## config.mk

```make
export PLATFORM = sky130hd
export DESIGN_NAME = hazard_ctrl_flat
export DESIGN_NICKNAME = d
export VERILOG_FILES = /design/src/rtl/hazard_ctrl_if.sv /design/src/rtl/hazard_ctrl.sv /design/src/flat_wrapper.sv
export SDC_FILE = /design/constraint.sdc
export NUM_CORES = 1
export LEC_CHECK = 0
export ABC_AREA = 1
export ABC_CLOCK_PERIOD_IN_PS = 2500
export CAP_MARGIN = 0
export CORE_UTILIZATION = 35
export DETAILED_ROUTE_END_ITERATION = 16
export PLACE_DENSITY = 0.87
export SLEW_MARGIN = 20
export SYNTH_ARGS = -nofsm -noshare
export SYNTH_HDL_FRONTEND = slang
export SYNTH_SLANG_ARGS = --single-unit
```

## constraint.sdc

```tcl
create_clock -name clk -period 2.5 [get_ports clk]
set_input_delay 0.75 -clock clk [delete_from_list [all_inputs] [get_ports clk]]
set_output_delay 0.75 -clock clk [all_outputs]
set_load 0.1 [all_outputs]
```

## src/rtl/hazard_ctrl_if.sv

```systemverilog
// hazard_ctrl_if: ID/EX/MEM/WB handshake and hazard-result bundle for hazard_ctrl.
//   master : pipeline side, drives ID decode fields, stage transfers and results,
//            receives pause / operand-forward decisions and the div busy flag.
//   slave  : hazard_ctrl itself.
interface hazard_ctrl_if;
  logic        id_valid;
  logic [4:0]  id_raddr1;
  logic [4:0]  id_raddr2;
  logic        id_rf_we;
  logic [4:0]  id_waddr;
  logic        id_res_from_mem;
  logic        id_is_div;
  logic        ex_allow_in;
  logic        ex_to_mem;
  logic        mem_to_wb;
  logic        wb_retire;
  logic [31:0] ex_result;
  logic [31:0] mem_result;
  logic [31:0] wb_result;
  logic        pause;
  logic        addr1_occur;
  logic        addr2_occur;
  logic [31:0] addr1_forward;
  logic [31:0] addr2_forward;
  logic        ex_div_busy;

  modport master (
    output id_valid, id_raddr1, id_raddr2, id_rf_we, id_waddr, id_res_from_mem,
           id_is_div, ex_allow_in, ex_to_mem, mem_to_wb, wb_retire,
           ex_result, mem_result, wb_result,
    input  pause, addr1_occur, addr2_occur, addr1_forward, addr2_forward, ex_div_busy
  );

  modport slave (
    input  id_valid, id_raddr1, id_raddr2, id_rf_we, id_waddr, id_res_from_mem,
           id_is_div, ex_allow_in, ex_to_mem, mem_to_wb, wb_retire,
           ex_result, mem_result, wb_result,
    output pause, addr1_occur, addr2_occur, addr1_forward, addr2_forward, ex_div_busy
  );
endinterface

```

## src/rtl/hazard_ctrl.sv

```systemverilog
// hazard_ctrl: register scoreboard and hazard scheduler for the 5-stage pipeline.
// Tracks the destination tag of the instruction in EX, MEM and WB and decides,
// combinationally from that state and the ID fields, whether ID must pause or
// may take a forwarded value for rj (operand 1) / rk-rd (operand 2). Also owns
// the divider occupancy counter that keeps EX from completing a div/mod early.
//
// Ports:
//   clk   - pipeline clock
//   reset - asynchronous, active-low reset
//   hz    - hazard_ctrl_if.slave (ID fields, stage transfers, results in;
//           pause, addrN_occur, addrN_forward, ex_div_busy out)
// Parameter:
//   DIV_LAT - cycles a div/mod occupies EX (1..63)
// Build option:
//   HAZARD_FORWARD_EN - defined: full forwarding; undefined: every match stalls
//                       and the occur/forward outputs are tied to 0.
module hazard_ctrl #(
  parameter int DIV_LAT = 33
) (
  input  logic   clk,
  input  logic   reset,
  hazard_ctrl_if.slave hz
);

  localparam int NUM_SLOT = 3;  // 0: EX, 1: MEM, 2: WB (youngest first)
  localparam int NUM_OPND = 2;  // 0: rj, 1: rk/rd
  localparam logic [5:0] DIV_INIT = 6'(DIV_LAT - 1);

  logic [NUM_SLOT-1:0]      slot_vld;
  logic [NUM_SLOT-1:0]      slot_we;
  logic [NUM_SLOT-1:0][4:0] slot_tag;
  logic                     ex_is_div;
  logic [5:0]               div_cnt;
  logic                     div_busy;
  logic                     fire;

  logic [NUM_OPND-1:0][4:0]  raddr;
  logic [NUM_OPND-1:0]       opnd_pause;
  logic [NUM_OPND-1:0]       occur;
  logic [NUM_OPND-1:0][31:0] fwd;

  assign raddr    = {hz.id_raddr2, hz.id_raddr1};
  assign div_busy = slot_vld[0] & ex_is_div & (div_cnt != 6'd0);
  assign fire     = hz.id_valid & ~hz.pause & hz.ex_allow_in;

  // Slot state. A transfer into a slot and a drain of that slot in the same
  // cycle resolves to the incoming entry.
  always_ff @(posedge clk or negedge reset) begin
    if (!reset) begin
      slot_vld  <= '0;
      slot_we   <= '0;
      slot_tag  <= '0;
      ex_is_div <= 1'b0;
      div_cnt   <= '0;
    end else begin
      if (hz.mem_to_wb) begin
        slot_vld[2] <= slot_vld[1];
        slot_we[2]  <= slot_we[1];
        slot_tag[2] <= slot_tag[1];
      end else if (hz.wb_retire) begin
        slot_vld[2] <= 1'b0;
      end

      if (hz.ex_to_mem) begin
        slot_vld[1] <= slot_vld[0];
        slot_we[1]  <= slot_we[0];
        slot_tag[1] <= slot_tag[0];
      end else if (hz.mem_to_wb) begin
        slot_vld[1] <= 1'b0;
      end

      if (fire) begin
        slot_vld[0] <= 1'b1;
        slot_we[0]  <= hz.id_rf_we;
        slot_tag[0] <= hz.id_waddr;
        ex_is_div   <= hz.id_is_div;
      end else if (hz.ex_to_mem) begin
        slot_vld[0] <= 1'b0;
      end

      // Loaded with DIV_LAT-1: the issue edge itself counts as the first cycle.
      if (fire && hz.id_is_div) div_cnt <= DIV_INIT;
      else if (div_busy)        div_cnt <= div_cnt - 6'd1;
    end
  end

`ifdef HAZARD_FORWARD_EN
  // Load flags matter only where forwarding decides; WB data is always ready.
  logic [1:0]                slot_ld;
  logic [NUM_SLOT-1:0]       blk;
  logic [NUM_SLOT-1:0][31:0] res;

  always_ff @(posedge clk or negedge reset) begin
    if (!reset) begin
      slot_ld <= '0;
    end else begin
      if (hz.ex_to_mem) slot_ld[1] <= slot_ld[0];
      if (fire)         slot_ld[0] <= hz.id_res_from_mem;
    end
  end

  assign blk = {1'b0, slot_ld[1], slot_ld[0] | div_busy};
  assign res = {hz.wb_result, hz.mem_result, hz.ex_result};
`endif

  for (genvar o = 0; o < NUM_OPND; o++) begin : g_opnd
    logic any_hit;
`ifdef HAZARD_FORWARD_EN
    logic        stall;
    logic [31:0] val;
`endif

    always_comb begin
      any_hit = 1'b0;
`ifdef HAZARD_FORWARD_EN
      stall = 1'b0;
      val   = '0;
`endif
      // Walk oldest to youngest so the youngest matching producer wins.
      for (int s = NUM_SLOT - 1; s >= 0; s--) begin
        if (hz.id_valid && slot_vld[s] && slot_we[s] &&
            slot_tag[s] == raddr[o] && raddr[o] != 5'd0) begin
          any_hit = 1'b1;
`ifdef HAZARD_FORWARD_EN
          stall = blk[s];
          val   = res[s];
`endif
        end
      end
    end

`ifdef HAZARD_FORWARD_EN
    assign opnd_pause[o] = any_hit & stall;
    assign occur[o]      = any_hit & ~stall;
    assign fwd[o]        = (any_hit & ~stall) ? val : 32'd0;
`else
    assign opnd_pause[o] = any_hit;
    assign occur[o]      = 1'b0;
    assign fwd[o]        = 32'd0;
`endif
  end

  assign hz.pause         = |opnd_pause;
  assign hz.addr1_occur   = occur[0];
  assign hz.addr2_occur   = occur[1];
  assign hz.addr1_forward = fwd[0];
  assign hz.addr2_forward = fwd[1];
  assign hz.ex_div_busy   = div_busy;

endmodule

```

## src/flat_wrapper.sv

```systemverilog
// flat-port wrapper written by rule: the top's interface ports become plain ports
module hazard_ctrl_flat 
#(
  parameter int DIV_LAT = 33
)
  (clk, reset, hz_id_valid, hz_id_raddr1, hz_id_raddr2, hz_id_rf_we, hz_id_waddr, hz_id_res_from_mem, hz_id_is_div, hz_ex_allow_in, hz_ex_to_mem, hz_mem_to_wb, hz_wb_retire, hz_ex_result, hz_mem_result, hz_wb_result, hz_pause, hz_addr1_occur, hz_addr2_occur, hz_addr1_forward, hz_addr2_forward, hz_ex_div_busy);
  hazard_ctrl_if hz_i ();
  input  logic clk;
  input  logic reset;
  input wire logic [$bits(hz_i.id_valid)-1:0] hz_id_valid;
  input wire logic [$bits(hz_i.id_raddr1)-1:0] hz_id_raddr1;
  input wire logic [$bits(hz_i.id_raddr2)-1:0] hz_id_raddr2;
  input wire logic [$bits(hz_i.id_rf_we)-1:0] hz_id_rf_we;
  input wire logic [$bits(hz_i.id_waddr)-1:0] hz_id_waddr;
  input wire logic [$bits(hz_i.id_res_from_mem)-1:0] hz_id_res_from_mem;
  input wire logic [$bits(hz_i.id_is_div)-1:0] hz_id_is_div;
  input wire logic [$bits(hz_i.ex_allow_in)-1:0] hz_ex_allow_in;
  input wire logic [$bits(hz_i.ex_to_mem)-1:0] hz_ex_to_mem;
  input wire logic [$bits(hz_i.mem_to_wb)-1:0] hz_mem_to_wb;
  input wire logic [$bits(hz_i.wb_retire)-1:0] hz_wb_retire;
  input wire logic [$bits(hz_i.ex_result)-1:0] hz_ex_result;
  input wire logic [$bits(hz_i.mem_result)-1:0] hz_mem_result;
  input wire logic [$bits(hz_i.wb_result)-1:0] hz_wb_result;
  output wire logic [$bits(hz_i.pause)-1:0] hz_pause;
  output wire logic [$bits(hz_i.addr1_occur)-1:0] hz_addr1_occur;
  output wire logic [$bits(hz_i.addr2_occur)-1:0] hz_addr2_occur;
  output wire logic [$bits(hz_i.addr1_forward)-1:0] hz_addr1_forward;
  output wire logic [$bits(hz_i.addr2_forward)-1:0] hz_addr2_forward;
  output wire logic [$bits(hz_i.ex_div_busy)-1:0] hz_ex_div_busy;
  assign hz_i.id_valid = hz_id_valid;
  assign hz_i.id_raddr1 = hz_id_raddr1;
  assign hz_i.id_raddr2 = hz_id_raddr2;
  assign hz_i.id_rf_we = hz_id_rf_we;
  assign hz_i.id_waddr = hz_id_waddr;
  assign hz_i.id_res_from_mem = hz_id_res_from_mem;
  assign hz_i.id_is_div = hz_id_is_div;
  assign hz_i.ex_allow_in = hz_ex_allow_in;
  assign hz_i.ex_to_mem = hz_ex_to_mem;
  assign hz_i.mem_to_wb = hz_mem_to_wb;
  assign hz_i.wb_retire = hz_wb_retire;
  assign hz_i.ex_result = hz_ex_result;
  assign hz_i.mem_result = hz_mem_result;
  assign hz_i.wb_result = hz_wb_result;
  assign hz_pause = hz_i.pause;
  assign hz_addr1_occur = hz_i.addr1_occur;
  assign hz_addr2_occur = hz_i.addr2_occur;
  assign hz_addr1_forward = hz_i.addr1_forward;
  assign hz_addr2_forward = hz_i.addr2_forward;
  assign hz_ex_div_busy = hz_i.ex_div_busy;
  hazard_ctrl #(.DIV_LAT(DIV_LAT)) u_core (.clk(clk), .reset(reset), .hz(hz_i));
endmodule
```

Word-level counts from Yosys, hierarchy flattened
Cells that the tools add are included.
{ "word_totals": {"register_bits": 28} }
{ "op_classes": {"addsub": 1, "eq_ne": 6, "bitwise": 5, "mux": 14, "reduce_logical": 27} }
{ "ops": {"columns": ["op", "n"], "rows": [
  ["$eq A5 B5 Y1", 6],
  ["$logic_and A1 B1 Y1", 19],
  ["$mux W1", 12],
  ["$mux W6", 2],
  ["$reduce_bool A5 Y1", 2],
  ["$reduce_bool A2 Y1", 4],
  ["$reduce_bool A6 Y1", 1],
  ["$sub A6 B1 Y6 const B", 1],
  ["$and A1 B1 Y1", 4],
  ["$reduce_or A2 Y1", 1],
  ["$not A1 Y1", 1]
]} }

Longest topological paths before layout
{ "logic_depth": {"ltp_word": 13, "ltp_mapped": 10, "ltp_nobuf": 10} }

Worst setup path after synthesis
OpenSTA, ideal clock, no wires.
{ "synth_timing": {"kind": "input port to output port", "startpoint": "input port hz_id_raddr1[4]", "endpoint": "output port hz_pause", "slack_ns": -0.167, "cell_stages": 7, "arrival_time_ns": 1.917, "path_cell_list": "inv_1 -> nand2_1 -> a21oi_1 -> nand3_1 -> nand3_2 -> nand2_4 -> nand2_1"} }
{ "synth_between": {"elab_chain_len": 7} }
{ "synth_lines": {"columns": ["element", "line", "rtl"], "rows": [
  ["start: declaration", "flat_wrapper.sv:11", "input wire logic [$bits(hz_i.id_raddr1)-1:0] hz_id_raddr1;"],
  ["$eq A5 B5 Y1", "hazard_ctrl.sv:122", "slot_tag[s] == raddr[o] && raddr[o] != 5'd0) begin"],
  ["$logic_and A1 B1 Y1", "hazard_ctrl.sv:121", "if (hz.id_valid && slot_vld[s] && slot_we[s] &&"],
  ["$logic_and A1 B1 Y1", "hazard_ctrl.sv:122", null],
  ["$mux W1 (2 in series)", "hazard_ctrl.sv:121", null],
  ["$mux W1 (*)", "hazard_ctrl.sv:121", null],
  ["$reduce_or A2 Y1 (*)", "hazard_ctrl.sv:143", "assign hz.pause = |opnd_pause;"],
  ["end: declaration", "flat_wrapper.sv:24", "output wire logic [$bits(hz_i.pause)-1:0] hz_pause;"]
]} }
Every way passes the cells marked *; elsewhere a longest branch is shown, timed or not.

Final worst setup path
{ "layout_timing": {"startpoint": "input port hz_id_raddr1[1]", "endpoint": "output port hz_pause"} }
The elaborated chain is that of the path after synthesis.

==> impl_metrics.yaml <==
run_status:
  status: "complete, no violations"
sta:
  clock_skew_ns: 0.002017
  finalHoldViolCount: 0
  max_slew_margin_pct: 66.12
  min_period_ns: 2.480
  fmax_mhz: 403.2
  timing.final.max_slew_violations: 0
  setup_viol: 0
  fin_crit_sh_pct: 99.22
  setup_slack_ns: 0.01954
  worstMarginPinSlew_ns: 0.5067
logic_synthesis:
  synth_area_leaders: "dfrtp_1 (31%), buf_4 (22%), nand2_1 (18%)"
  syn_inst: 322
  ys_warn_count: 0
  seq_area_frac_synth_pct: 31.30
  syn_area_sq_mm: 0.002238
  yosysTopAreaCellShare_pct: 31.30
  avgSynthCellArea_sq_um: 6.952
  synth_top_area_cell: "dfrtp_1"
  ys_types: 19
  synth-seq-cells: 28
pwr:
  power_density_mw_per_mm2: 720.7
  p_int_uw: 930.6
  power_frac_comb_pct: 46.5
  irDropWorstVdd_uv: 335.9
  power_mw: 1.866
  clockPowerShare_pct: 19.8
  p_leak_nw: 1.393
  p_sw_uw: 935.3
  swShare_pct: 50.13
  seq_power_share_pct: 33.7
floorplan:
  io_pins: 189
  num_rows: 28
  dieWidth_microns: 81.97
  dieArea_sq_mm: 0.006719
  dieHeight_microns: 81.97
  initial_core_util_pct: 36.93
  core_sq_mm: 0.006061
clock_tree:
  insertion_delay_ns: 0.28
  clockRootBuffer: "clkbuf_8"
  htree_levels: 1
  cts_sinks: 28
  path_clk_slew_ns: 0.10
  ctsHoldBuffers: 0
  cts_tree: "built"
  cts_buffers: 3
  cts.path.max_buffers: 2
final_layout:
  drive_gt1_share_pct: 18.01
  nNetsFinal: 485
  final_cell_mix: "nand2_1 (100), conb_1 (66), inv_1 (28), dfrtp_1 (28)"
  areaGrowthSynthToFinish_pct: 15.65
  final_cells: 436
  n_antenna_cell: 0
  design_area_sq_mm: 0.002589
  utilization_pct: 42.71
  final_common_cell: "nand2_1"
global_route:
  grt_usage_pct: 14.63
  grt_pass1_wl_microns: 7507
  grt_pass1_vias: 1633
  grt_overflow_total: 0
  antenna_found_initial: 0
  grt_max_degree: 29
route:
  post_drt_wl_per_cell_microns: 11.17
  finalWirelength_microns: 4872
  ant_nets: 0
  viasPerCell: 4.356
  num_vias: 1899
  dr.pass1.iters: 4
  drtIter0Drc: 106
  drc: 0
run:
  maxCapViolCount: 0
worst_setup_path:
  path_class: "in2out"
  cp.required_ns: 1.75
  cp.arrival_ns: 1.73
  start_kind: "input pin"
  endpoint_kind: "primary output"
  path_max_fanout: 4
placed_design:
  gp_congestion: 0.8846
  preCtsSetupSlack_ns: -0.4212
  placed_cells: 431
  dpl.hpwl_microns: 3515
  place_area_sq_mm: 0.002436
  portBuffers: 25
worst_hold_path:
  hold_path.class: "reg2reg"
[sequential cells by signal, indices dropped and copies added, names as in the netlist]
name	flops
u_core.div_cnt	6
u_core.ex_is_div	1
u_core.slot_tag	15
u_core.slot_vld	3
u_core.slot_we	3
[cell type report]
class | instances | area, sq um
Tap cell | 75 | 93.84
Inverter | 34 | 127.6
Fill cell | 629 | 3472
Multi-Input combinational cell | 257 | 1264
Sequential cell | 28 | 700.7
Clock buffer | 3 | 41.29
Clock inverter | 1 | 30.03
Timing Repair Buffer | 38 | 331.6
[through the flow]
step	hold slack [ns]	setup TNS [ns]
floorplan	0.4422	0
global placement	0.4579	-0.4063
detailed placement	0.4760	-0.4212
CTS	0.5011	0
global route	0.5496	-0.02924
finish	0.5013	0
[final timing paths]
path | cells past startpoint | start | slack (ns) | to
min | 2 | u_core.ex_is_div | 0.50 | u_core.ex_is_div
max | 8 | hz_id_raddr1[1] | 0.02 | hz_pause
max in group asynchronous | 2 | reset | 1.39 | u_core.div_cnt[2]
min in group asynchronous | 2 | reset | 0.84 | u_core.slot_tag[2]
min reg2reg | 2 | u_core.ex_is_div | 0.50 | u_core.ex_is_div
max reg2reg | 12 | u_core.slot_tag[1] | 0.61 | u_core.slot_vld[0]
[critical path: stages]
cell	delay [ns]
buf_2	0.14
xor2_1	0.16
nor2_2	0.17
nand3_2	0.10
nand3_2	0.10
nand2_4	0.07
nand2_4	0.07
buf_12	0.17
[cell families (layout without fill, tap and decap cells)]
kind of cell / count (synthesis) / after routing / synth area share [%]
buf+inv: 102 / 76 / 28.17
flops: 28 / 28 / 31.30
other cells: 1 / 66 / 0.1675
simple gates: 158 / 158 / 30.46
xor+xnor: 11 / 11 / 4.304
fa+ha+maj: 2 / 2 / 1.118
compound gates: 20 / 20 / 4.472
[metal layers]
layer	up-vias	routed length (microns)	share of wire, %	global-route usage [%]
li1	931	-	-	-
met1	876	2031	42	18.01
met2	82	2430	50	25.79
met3	10	307	6.3	3.556
met4	0	103	2.1	2.807
met5	-	0	0	0
[cells in the mapped netlist]
cell	n
buf_4	66
ha_1	2
nand3_2	2
nand3_1	14
nand4_1	8
conb_1	1
nor2_1	23
a21oi_1	4
clkbuf_1	2
inv_1	33
dfrtp_1	28
xor2_1	11
nor3_1	2
nand3_4	1
nor2_4	1
nand2_4	2
nand2_1	105
clkinv_1	1
o21ai_0	16
[power groups by stage]
stage	clock [mW]	combinational (mW)	sequential [mW]
final	0.369	0.868	0.628
after global routing	0.390	0.938	0.637
after CTS	0.375	0.833	0.623
after detailed placement	0	0.833	0.629
after global placement	0	0.811	0.623
after floorplan	0	0.778	0.609
[repair_timing]
action / 4_1_cts / 5_1_grt
pin swaps: 15 / 18
buffers inserted: 2 / 1
setup endpoints to repair: 1 / 1
cloned: 0 / 0
gates resized for setup: 55 / 28
No activity file was read; power rests on OpenSTA's default activity.
